$ cat config.mk
export PLATFORM = sky130hd
export DESIGN_NAME = dma_ctrl
export DESIGN_NICKNAME = d
export VERILOG_FILES = /design/src/rtl/dma_ctrl.sv
export SDC_FILE = /design/constraint.sdc
export NUM_CORES = 1
export LEC_CHECK = 0
export CORE_AREA = 2 2 62 64
export CTS_BUF_LIST = sky130_fd_sc_hd__clkbuf_8
export DETAILED_ROUTE_END_ITERATION = 8
export DIE_AREA = 0 0 64 66
export PLACE_DENSITY = 0.86
export SLEW_MARGIN = 10
export SYNTH_ARGS = -nofsm -noshare
export SYNTH_HDL_FRONTEND = slang
export SYNTH_SLANG_ARGS = --single-unit
$ cat constraint.sdc
create_clock -name clk -period 4.4 [get_ports clk]
set_clock_uncertainty 0.2 [all_clocks]
set_input_delay 0.88 -clock clk [delete_from_list [all_inputs] [get_ports clk]]
set_output_delay 0.88 -clock clk [all_outputs]
set_load 0.05 [all_outputs]
$ cat src/rtl/dma_ctrl.sv
// Page DMA controller: a CPU write to DMA_REG copies 256 bytes to DEST_ADDR.
// Optional completion pulse on dma_done when DMA_DONE_PULSE_EN is defined.
module dma_ctrl #(
  parameter logic [15:0] DMA_REG   = 16'h4014,
  parameter logic [15:0] DEST_ADDR = 16'h2004
) (
  input  logic        clk,
  input  logic        resetn,
  input  logic [15:0] cpu_address,
  input  logic [7:0]  cpu_wr_data,
  input  logic        cpu_wr_enable,
  output logic [7:0]  cpu_rd_data,
  output logic        cpu_rdy,
  output logic [15:0] mem_address,
  output logic [7:0]  mem_wr_data,
  output logic        mem_wr_enable,
  input  logic [7:0]  mem_rd_data,
  output logic        dma_busy,
  output logic        dma_done
);

  typedef enum logic [1:0] {
    S_IDLE,
    S_ALIGN,
    S_READ,
    S_WRITE
  } state_t;

  state_t     r_state;
  logic [7:0] r_idx;
  logic [7:0] r_page;
  logic [7:0] r_data_q;
  logic       w_trig;

  assign w_trig = resetn & (r_state == S_IDLE) &
                  cpu_wr_enable & (cpu_address == DMA_REG);

  assign cpu_rd_data = mem_rd_data;
  assign cpu_rdy     = (r_state == S_IDLE);
  assign dma_busy    = ~cpu_rdy;

  // Memory bus mux: CPU pass-through in IDLE, DMA-driven otherwise
  always_comb begin
    mem_address   = cpu_address;
    mem_wr_data   = cpu_wr_data;
    mem_wr_enable = cpu_wr_enable & ~w_trig;
    unique case (r_state)
      S_IDLE: ;
      S_ALIGN: begin
        mem_address   = 16'h0000;
        mem_wr_data   = 8'h00;
        mem_wr_enable = 1'b0;
      end
      S_READ: begin
        mem_address   = {r_page, r_idx};
        mem_wr_data   = 8'h00;
        mem_wr_enable = 1'b0;
      end
      S_WRITE: begin
        mem_address   = DEST_ADDR;
        mem_wr_data   = r_data_q;
        mem_wr_enable = 1'b1;
      end
      default: ;
    endcase
  end

  // Transfer sequencer: ALIGN once, then READ/WRITE pairs for idx 0..255
  always_ff @(posedge clk or negedge resetn) begin
    if (!resetn) begin
      r_state  <= S_IDLE;
      r_idx    <= 8'h00;
      r_page   <= 8'h00;
      r_data_q <= 8'h00;
    end else begin
      unique case (r_state)
        S_IDLE: begin
          if (w_trig) begin
            r_page  <= cpu_wr_data;
            r_idx   <= 8'h00;
            r_state <= S_ALIGN;
          end
        end
        S_ALIGN: r_state <= S_READ;
        S_READ: begin
          r_data_q <= mem_rd_data;
          r_state  <= S_WRITE;
        end
        S_WRITE: begin
          if (r_idx != 8'hFF) begin
            r_idx   <= r_idx + 8'h01;
            r_state <= S_READ;
          end else begin
            r_state <= S_IDLE;
          end
        end
        default: r_state <= S_IDLE;
      endcase
    end
  end

`ifdef DMA_DONE_PULSE_EN
  logic r_done;

  // One-cycle pulse in the first IDLE cycle after the final write
  always_ff @(posedge clk or negedge resetn) begin
    if (!resetn) begin
      r_done <= 1'b0;
    end else begin
      r_done <= (r_state == S_WRITE) && (r_idx == 8'hFF);
    end
  end

  assign dma_done = r_done;
`else
  assign dma_done = 1'b0;
`endif

endmodule

Word-level counts from Yosys, hierarchy flattened --
Cells that the tools add are included.
Word-level totals: logic and storage cells 32, bits in registers 26, bits of input ports 35, output and inout bits 36
Operators by class: bitwise logic cells 6, mux-type cells 9, equality and inequality tests 7, reductions and logical operators 5, $add $sub $neg 1
Operators with widths (number):
- $pmux 16 s3 | 1
- $pmux 8 s2 | 2
- $eq 16x15->1 const B | 1
- $mux 8 | 2
- $add 8x1->8 const B | 1
- $ne 8x8->1 const B | 1
- $pmux 2 s4 | 1
- $and 1x1->1 | 4
- $eq 2x2->1 const B | 2
- $mux 2 | 2
- $reduce_and 3->1 | 1
- $eq 2x1->1 const B | 1
- $logic_not 2->1 | 1
- $ne 2x1->1 const B | 1
- $ne 2x2->1 const B | 1
- $not 1->1 | 2
- $pmux 1 s2 | 1
- $reduce_and 2->1 | 1
- $reduce_bool 2->1 | 1
- $reduce_or 2->1 | 1

Logic depth before layout (Yosys ltp) --
word-level depth 7, depth in mapped cells 5, mapped depth without buffers 5

Least setup slack after synthesis --
No wires, ideal clock.
path kind input port to output port, from input port cpu_address[6], to output port mem_wr_enable, stages 5, buffers on the path 1, arrival time 2.518 ns, required time 3.320 ns, path slack 0.802 ns, cell sequence and4bb_2 nand4_2 nor2_4 buf_6 o21ai_0
Between the ends: word-level cells in the longest chain between the ends 5
Ends and longest elaborated chain:
- from (decl) | line 9 | input logic [15:0] cpu_address,
- $eq 16x15->1 | line 36 | cpu_wr_enable & (cpu_address == DMA_REG);
- $and 1x1->1 | line 36
- $not 1->1 | line 46 | mem_wr_enable = cpu_wr_enable & ~w_trig;
- $and 1x1->1 | line 46
- $pmux 1 s2 | line 47 | unique case (r_state)
- to (decl) | line 16 | output logic mem_wr_enable,
Every way passes these cells.

Worst setup path after layout --
from register r_state[0], to output port mem_address[13]
Between the ends: word-level cells in the longest chain between the ends 2, elaborated cells between the ends (all ways) 4, classes of those cells eq/ne: 3; mux: 1
Ends and longest elaborated chain:
- from (decl) | line 29 | state_t r_state;
- from (signal assigned) | line 71 | r_state <= S_IDLE;
- from (signal assigned) | line 81 | r_state <= S_ALIGN;
- from (signal assigned) | line 84 | S_ALIGN: r_state <= S_READ;
- $eq 2x2->1 or $eq 2x1->1 (tied branches) | line 47
- $pmux 16 s3 * | line 47
- to (decl) | line 14 | output logic [15:0] mem_address,
Mark *: on every way between the ends. The rest lies on a longest branch, timed or not.

==> impl_metrics.toml <==
[critical_path]
r2r_start = "r_state[0]$_DFFE_PN0P_"
crit_family = "buffers and inverters"
crit_required_ns = 3.32
cp_max_fo = 15
path_buf_inv = 1
worst_path_most_repeated_cell = "nand2_1"
end_kind = "primary output"
slowest_delay_ns = 0.83
cp.arrival_ns = 2.43
crit_slowest_cell = "clkdlybuf4s50_1"
startpoint_type = "register"
path_cells = "nor2_2, nand2_1, nand2_1, clkdlybuf4s50_1"
worstSetupPathType = "register to primary output"
cp-startpoint = "r_state[0]$_DFFE_PN0P_"

[clocking]
htree_levels = 1
clock_path_buffers = 2
cts_buffers = 3
cts_tree = "yes"
cts-resized-gates = 0
hold_buffers = 0
clk_latency_ns = 0.27
cts.clk_slew.worst_paths_ns = 0.08
ctsRootBufferMaster = "clkbuf_8"
clock-sinks = 26
cts_setup_buffers = 0

[final_layout]
final_core_util_pct = 65.40
area_delta_synth_final_pct = 43.88
drive_gt1_share_pct = 15.07
n_antenna_cell = 0
nets = 257

[route]
drtIter0Drc = 61
wirelength_um = 4218
wl_per_cell_um = 15.80
vias = 1433
ant_nets = 0
remaining_drc_errors = 0
vias_per_cell = 5.367
first_pass_iters = 4

[logic_synthesis]
synth_top_area_share_pct = 40.31
avgSynthCellArea_sq_um = 10.03
synthTopCellsByArea = "dfrtp_1, mux2_2, mux2i_1"
ys_ff_latch = 26
mappedNetlistNets = 197
synth_top_area_cell = "dfrtp_1"
syn_inst = 161
yosysWarnings = 0
synth.distinct_cells = 38
netlist_area_sq_um = 1614
yosysSeqAreaShare_pct = 40.31

[global_routing]
grt_antenna_before_repair = 0
grtUsageTotal_pct = 21.69
grt_pass1_wl_um = 7024
grt_start_max_net_pins = 27
grt_pass1_vias = 1446
grt_remaining_overflow = 0

[flow_run]
maxCapViolCount = 0

[sta]
finalCritPeriodShare_pct = 79.82
tightest_slew_ns = 0.8537
period_needed_ns = 3.512
setup_tns_ns = 0
setup_violations = 0
drv_slew = 0
rsz0062_at_grt = "false"
max_slew_margin_pct = 42.97
hold_viol = 0
max_freq_mhz = 284.7

[power]
power_switching_share_pct = 48.91
switchingPower_mw = 0.6682
p_int_mw = 0.6980
powerDensity_nw_per_um2 = 588.3
pwr-share-seq_pct = 29.1
p_clk_share_pct = 9.8
vdd_ir_drop_max_v = 0.0003065
p_leak_nw = 1.035
p_comb_share_pct = 61.0
total_power_mw = 1.366

[floorplanning]
initial_core_util_pct = 45.45
fp.coreArea_sq_um = 3551
die_h_um = 66
die_x_um = 64
die-area_sq_um = 4224
ios = 71
fp-row-count = 22

[place]
place.gp.congestion = 0.7946
port-buffer-count = 69
place_hpwl_um = 3168

[hold_path]
min_from = "r_data_q[0]$_DFFE_PN0P_"
hold_path.class = "register to register"

[status]
status = "completed"
state kept, by name, summed over array words and instances, names as in the netlist:
| signal | count |
|---|---|
| r_state | 2 |
| r_data_q | 8 |
| r_idx | 8 |
| r_page | 8 |
power by group through the flow:
stage	clock network (mW)	logic [mW]	registers (mW)
after detailed placement	0	0.835	0.402
final	0.135	0.834	0.398
after global placement	0	0.828	0.399
after global routing	0.151	0.884	0.409
after floorplan	0	0.609	0.360
after CTS	0.140	0.840	0.397
path summary, 6_finish.rpt:
check                                               end  slack [ns]  cells past startpoint
max in group asynchronous       r_data_q[5]$_DFFE_PN0P_        2.88                      2
worst min register to register  r_data_q[0]$_DFFE_PN0P_        0.31                      1
worst max-delay path                    mem_address[13]        0.89                      4
worst max register to register    r_page[4]$_DFFE_PN0P_        2.01                      5
min in group asynchronous          r_idx[1]$_DFFE_PN0P_        0.86                      2
worst min-delay path            r_data_q[0]$_DFFE_PN0P_        0.31                      1
per-stage QoR:
stage | std cells | area (sq um) | hold WS [ns] | worst slack (ns)
finish | 267 | 2322 | 0.3122 | 0.8877
global route | 267 | 2322 | 0.3405 | 0.7251
CTS | 267 | 2322 | 0.3166 | 0.8586
detailed placement | 264 | 2281 | 0.2962 | 0.8950
global placement | 264 | 2281 | 0.2903 | 0.9034
floorplan | 161 | 1614 | 0.2752 | 0.8016
cells in the mapped netlist:
cell type,instances
dfrtp_1,26
nor2_1,19
nand2_1,17
mux2_2,15
mux2i_1,14
buf_4,9
a22o_1,8
o21ai_0,8
o22ai_1,5
buf_2,3
clkbuf_1,3
nand3_1,3
clkbuf_2,2
inv_1,2
nand4_1,2
nand4_2,2
xnor2_1,2
a21oi_1,1
a31oi_1,1
a41oi_1,1
and2_0,1
and4bb_2,1
buf_1,1
buf_6,1
conb_1,1
ha_1,1
mux2_4,1
nor2_2,1
nor2_4,1
nor2b_1,1
nor4_2,1
nor4b_1,1
nor4b_4,1
o211ai_1,1
o21ba_2,1
o311a_1,1
or3_1,1
xor2_1,1
layout by cell type (no fill, tap or decap), types with 3 or more instances in the layout:
master,count
nand2_1,17
clkdlybuf4s50_1,68
mux2i_1,14
dfrtp_1,26
o21ai_0,8
a22o_1,8
buf_4,6
o22ai_1,5
nand3_1,3
mux2_2,15
nor2_1,19
clkbuf_8,3
final cells by class:
type,instances,area (sq um)
clock buffers,3,41.29
inverters,2,7.507
flip-flops and latches,26,650.6
repair buffers,74,725.7
well taps,48,60.06
fillers,274,1229
multi-input cells,114,837.1
per-layer routing:
layer	track usage (%)	share of wire, %	vias to the layer above
li1	-	-	679
met5	0	0	-
met4	8.424	0.95	0
met1	30.00	42	668
met2	34.24	48	80
met3	3.237	8.7	6
kinds of logic after synthesis:
family,synth area share (%)
simple gates,17.44
mux,20.08
compound gates,11.71
flops,40.31
buf+inv,7.829
xor+xnor,1.628
fa+ha+maj,0.7751
other cells,0.2323
(Power assumes the default switching activity.)
==> patch 1, RTL diff (config.mk and constraints unchanged) <==
The option `DMA_DONE_PULSE_EN` is turned on by a define.
--- a/src/rtl/dma_ctrl.sv
+++ b/src/rtl/dma_ctrl.sv
@@ -1,5 +1,7 @@
 // Page DMA controller: a CPU write to DMA_REG copies 256 bytes to DEST_ADDR.
 // Optional completion pulse on dma_done when DMA_DONE_PULSE_EN is defined.
+`define DMA_DONE_PULSE_EN
+
 module dma_ctrl #(
   parameter logic [15:0] DMA_REG   = 16'h4014,
   parameter logic [15:0] DEST_ADDR = 16'h2004
Behaviour: no difference found for any inputs over 10 cycles, from zero or initial values and one cycle with resetn low; that may be too few to reach the edited logic, so the function may still have changed.
==> patch 1 against the unedited design <==
- worst setup slack worse by 160 ps
- routed wire length decreased by 0.31%
- critical path type unchanged
- power fell by 1.2%
- fmax down 4.3%
- area after synthesis up 1.3%
- first-iteration DRC count down 31%
- largest cell class unchanged
- global-route usage fell by 0.70 points
- count of clock-buffer cells in the layout unchanged
- sequential cell count up 1
- cell area is 2.3% higher
==> patch 1: results (changes against the unedited design) <==
* Switch share at 0.488 (was 0.489)
* Hold WC Path Type: reg -> reg (unchanged)
* RePlAce Congestion at 0.807 (was 0.795)
* Initial antenna violation count at 0 (unchanged)
* Total GRT Usage at 0.210 (was 0.217)
* Peak VDD IR at 0.000328 V (was 0.000307 V)
* H-tree Lvls at 1 (unchanged)
* Largest net degree at the start of global routing at 28 (was 27)
* Delay-heaviest family, CP: buffers and inverters (unchanged)
* Largest stage delay, worst path at 800 ps (was 830 ps)
* Drt pass-1 iters at 4 (unchanged)
* Critical path fanouts, max at 9 (was 15)
* Placed insts at 267 (was 264)
* Detailed Place HPWL at 3140 µm (was 3170 µm)
* Vias in the first global route at 1428 (was 1446)
* Async SR Flop Fraction at 1.00 (unchanged)
* Cts hold-fix bufs at 0 (unchanged)
* Sequential share of the synthesized area at 0.413 (was 0.403)
* Vias/cell at 5.50 (was 5.37)
* Top cells by area, synth: dfrtp_1 (41%), mux2_2 (9.6%), mux2i_1 (8.6%) (was dfrtp_1 (40%), mux2_2 (10%), mux2i_1 (8.7%))
* Synth warn at 0 (unchanged)
* Outcome: complete, no violations (unchanged)
* Top flop regs: r_data_q: 8 flops, r_idx: 8 flops, r_page: 8 flops (unchanged)
* Skew-Pair Late Insertion Delay at 280 ps
* Syn Nets at 196 (was 197)
* Fill cells at 291 (was 274)
* Synth top cells by count: dfrtp_1 (27), nor2_1 (19), mux2_2 (14), mux2i_1 (14), nand2_1 (13) (was dfrtp_1 (26), nor2_1 (19), nand2_1 (17), mux2_2 (15), mux2i_1 (14))
* Antenna Cells at 0 (unchanged)
* WL per Instance at 15.5 µm (was 15.8 µm)
* First-pass GRT wire length at 6760 µm (was 7020 µm)
* Mapped Avg Cell Area at 10.2 µm² (was 10.0 µm²)
* Post-synth cell types at 34 (was 38)
* CTS buffer count at 3 (unchanged)
* Root buffer cell: clkbuf_8 (unchanged)
* Pre-CTS WS at 908 ps (was 895 ps)
* Worst-path clk slew at 100 ps (was 80 ps)
* Port Buffers at 70 (was 69)
* Max clock buf depth at 2 (unchanged)
* Initial DRC Count at 42 (was 61)
* Via count at 1490 (was 1433)
* Share of cells above drive strength 1 at 0.148 (was 0.151)
* Layout Utilization at 0.669 (was 0.654)
* Post-placement cell area at 0.00233 mm² (was 0.00228 mm²)
* Comb pwr at 806 µW (was 834 µW)
* Worst path arrival time at 2590 ps (was 2430 ps)
* Leakage at 0.00108 µW (was 0.00104 µW)
* Post-layout nets at 260 (was 257)
* Worst-Margin Slew at 827 ps (was 854 ps)
* Post-CTS Resized at 0 (unchanged)
* Critical Path Slowest Stage Cell: clkdlybuf4s50_1 (unchanged)
-- patch 1: cell count changes after synthesis, sizes merged, moves of 2 or more --
cell,delta
clkbuf,-2
nor2b,+2
o21ai,+3
nor3,+4
o22ai,-2
nand2,-4
o211ai,+2
and3,+2
-- patch 1: worst paths after layout --
| check | startpoint | end | slack [ps] | depth (start not counted) |
|---|---|---|---|---|
| max reg2reg | r_state[1] | r_page[7] | 1820 | 6 |
| max in group asynchronous | resetn | r_page[7] | 2900 | 2 |
| min | r_data_q[6] | r_data_q[6] | 320 | 1 |
| min in group asynchronous | resetn | dma_done | 820 | 2 |
| max | r_state[1] | mem_wr_data[1] | 730 | 4 |
| min reg2reg | r_data_q[6] | r_data_q[6] | 320 | 1 |
-- patch 1: kinds of logic (layout without fill, tap and decap cells) --
logic type / after synthesis / in the layout / synth area share
simple gates: 56 / 56 / 0.193
mux: 30 / 30 / 0.200
flops: 27 / 27 / 0.413
compound gates: 26 / 26 / 0.108
buf+inv: 18 / 81 / 0.0673
xor+xnor: 2 / 2 / 0.0107
fa+ha+maj: 1 / 1 / 0.00765
-- patch 1: layer usage --
layer	part of all wire	wire [µm]	GRT usage
met4	0.015	64	0.0734
met2	0.48	2010	0.357
met3	0.091	382	0.0358
met5	0	0	0
met1	0.42	1750	0.270
-- patch 1: area by class of cell --
type,instances,share of cell area
inverter,2,0.00316
clock inverter,1,0.00211
multi-input combinational,115,0.358
clock buffer,3,0.0174
sequential,27,0.285
timing repair buffer,75,0.310
tap,48,0.0253
-- patch 1: metrics by stage --
stage,total power (µW),hold slack [ps]
after floorplan,948,275
after global placement,1190,286
after detailed placement,1210,298
after CTS,1360,321
after global routing,1430,340
final,1350,321
==> patch 2, RTL diff (config.mk and constraints unchanged) <==
Made on the original files. Re-encode `state_t` (4 states) as one-hot, 4 bits wide.
--- a/src/rtl/dma_ctrl.sv
+++ b/src/rtl/dma_ctrl.sv
@@ -19,11 +19,11 @@
   output logic        dma_done
 );
 
-  typedef enum logic [1:0] {
-    S_IDLE,
-    S_ALIGN,
-    S_READ,
-    S_WRITE
+  typedef enum logic [3:0] {
+    S_IDLE  = 4'b0001,
+    S_ALIGN = 4'b0010,
+    S_READ  = 4'b0100,
+    S_WRITE = 4'b1000
   } state_t;
 
   state_t     r_state;
Check against the original RTL: no difference found for any inputs over 10 cycles, from zero or initial values and one cycle with resetn low; not proved beyond that.
==> patch 2 against the unedited design <==
- area after synthesis up 0.70%
- critical path type is now in -> out
- routed wire length up 2.2%
- largest cell class unchanged
- register-to-register slack about the same
- sequential cell count increased by 2
- cell area rose by 1.6%
- synthesized cell count down 9.9%
- die area is the same
- worst setup slack got worse by 260 ps
- fmax shrank 6.9%
Power is not compared: it rests on default switching activity, and its combinational part moved more than twofold at a synthesized area within 25%.
==> patch 2: results (changes against the unedited design) <==
* Min Hold Slack at 305 ps (was 312 ps)
* Share of cells above drive strength 1 at 0.147 (was 0.151)
* Drt pass-1 iters at 4 (unchanged)
* Setup repair bufs after CTS at 0 (unchanged)
* Leakage at between 0.001 and 0.0015 µW
* Max clock buf depth at 2 (unchanged)
* Skew-Pair Late Insertion Delay at 280 ps
* RePlAce Congestion at 0.862 (was 0.795)
* Fill cells at 278 (was 274)
* Outcome: complete, no violations (unchanged)
* Top FF cell, synth: dfrtp_1 (unchanged)
* Syn Nets at 181 (was 197)
* Vias/cell at 5.83 (was 5.37)
* Port Buffers at 69 (unchanged)
* Final ANT Viol Nets at 0 (unchanged)
* Largest net degree at the start of global routing at 29 (was 27)
* Peak VDD IR at 0.000171 V
* GR Layer Usage met2 at 0.362 (was 0.342)
* First-pass GRT wire length at 7020 µm (unchanged)
* M3 GR Usage at 0.0358 (was 0.0324)
* Hold WC Path Type: reg -> reg (unchanged)
* Detailed Place HPWL at 3260 µm (was 3170 µm)
* Vias in the first global route at 1494 (was 1446)
* Async SR Flop Fraction at 1.00 (unchanged)
* Worst-path clk slew at 80 ps (about the same)
* Initial antenna violation count at 0 (unchanged)
* CTS buffer count at 3 (unchanged)
* Final wirelength at 4310 µm (was 4220 µm)
* Internal reg-to-reg setup slack at 2010 ps (about the same)
* Min-Delay Path Depth at 1 (unchanged)
* Post-synth cell types at 35 (was 38)
* Top flop regs: r_data_q: 8 flops, r_idx: 8 flops, r_page: 8 flops (unchanged)
* Total GRT Usage at 0.210 (was 0.217)
* Top cells by area, synth: dfrtp_1 (42%), a22o_1 (12%), mux2_2 (9.7%) (was dfrtp_1 (40%), mux2_2 (10%), mux2i_1 (8.7%))
* Synth top cells by count: dfrtp_1 (27), a22o_1 (22), mux2_2 (14), buf_4 (10), o21ai_0 (8) (was dfrtp_1 (26), nor2_1 (19), nand2_1 (17), mux2_2 (15), mux2i_1 (14))
* Post-CTS Resized at 0 (unchanged)
* Synth warn at 0 (unchanged)
* Sequential share of the synthesized area at 0.432 (was 0.403)
* Root buffer cell: clkbuf_8 (unchanged)
* Critical path fanouts, max at 4 (was 15)
* R2R depth at 4 (was 5)
* H-tree Lvls at 1 (unchanged)
* Slew HR at 0.574 (was 0.430)
* Met1 Resource Use GR at 0.260 (was 0.300)
* Post-layout nets at 241 (was 257)
* Worst path arrival time at 2690 ps (was 2430 ps)
* Antenna Cells at 0 (unchanged)
* Initial DRC Count at 117 (was 61)
## patch 2: final cells by class
class	count	area [µm²]	share of cell area
inverters	3	11.3	0.00477
flip-flops and latches	28	702	0.298
well taps	48	60.1	0.0255
clock buffers	4	55.1	0.0233
multi-input cells	95	792	0.336
repair buffers	74	738	0.313
## patch 2: where the power goes
group | internal, µW | switching, µW | total, µW | leakage, µW
combinational | 62.9 | 82.7 | 146 | 0.000643
clock | 80.1 | 76.5 | 157 | 0.0000288
sequential | 257 | 0.0461 | 257 | 0.000346
## patch 2: layer usage
metal  share of wire  up-vias
li1                -      672
met1            0.41      718
met2            0.51       66
met3           0.048       14
met4           0.029        0
met5               0        -
## patch 2: final timing paths
check | from | end
max | cpu_address[13] | mem_wr_enable
min | r_page[3] | r_page[3]
max reg2reg | r_state[0] | r_page[4]
min reg2reg | r_page[3] | r_page[3]
max in group asynchronous | resetn | r_state[0]
min in group asynchronous | resetn | r_data_q[1]
## patch 2: stage by stage
step	std cells	worst slack [ps]	util	cell area [µm²]	total power, µW
2_1_floorplan	145	935	-	1630	341
3_3_place_gp	248	609	0.649	2300	407
3_5_place_dp	248	602	0.649	2300	408
4_1_cts	252	594	0.664	2360	564
5_1_grt	252	497	0.664	2360	577
6_report	252	628	0.664	2360	559
## patch 2: logic make-up (layout without fill, tap and decap cells)
| kind of cell | count (synthesis) | in the layout | share of synthesized area |
|---|---|---|---|
| AO/OA/AOI/OAI | 42 | 42 | 0.200 |
| AND/OR/NAND/NOR | 32 | 32 | 0.148 |
| flip-flops | 28 | 28 | 0.432 |
| buffers and inverters | 22 | 81 | 0.0808 |
| multiplexers | 18 | 18 | 0.124 |
| adder cells (fa/ha/maj) | 1 | 1 | 0.00770 |
| other | 1 | 1 | 0.00231 |
| XOR/XNOR | 1 | 1 | 0.00539 |
## patch 2: critical path, stage by stage
cell and delay, ps:
clkdlybuf4s50_1 450, nor4b_1 470, nand4_1 260, o21ai_0 260
o21ai_0 170, buf_12 200
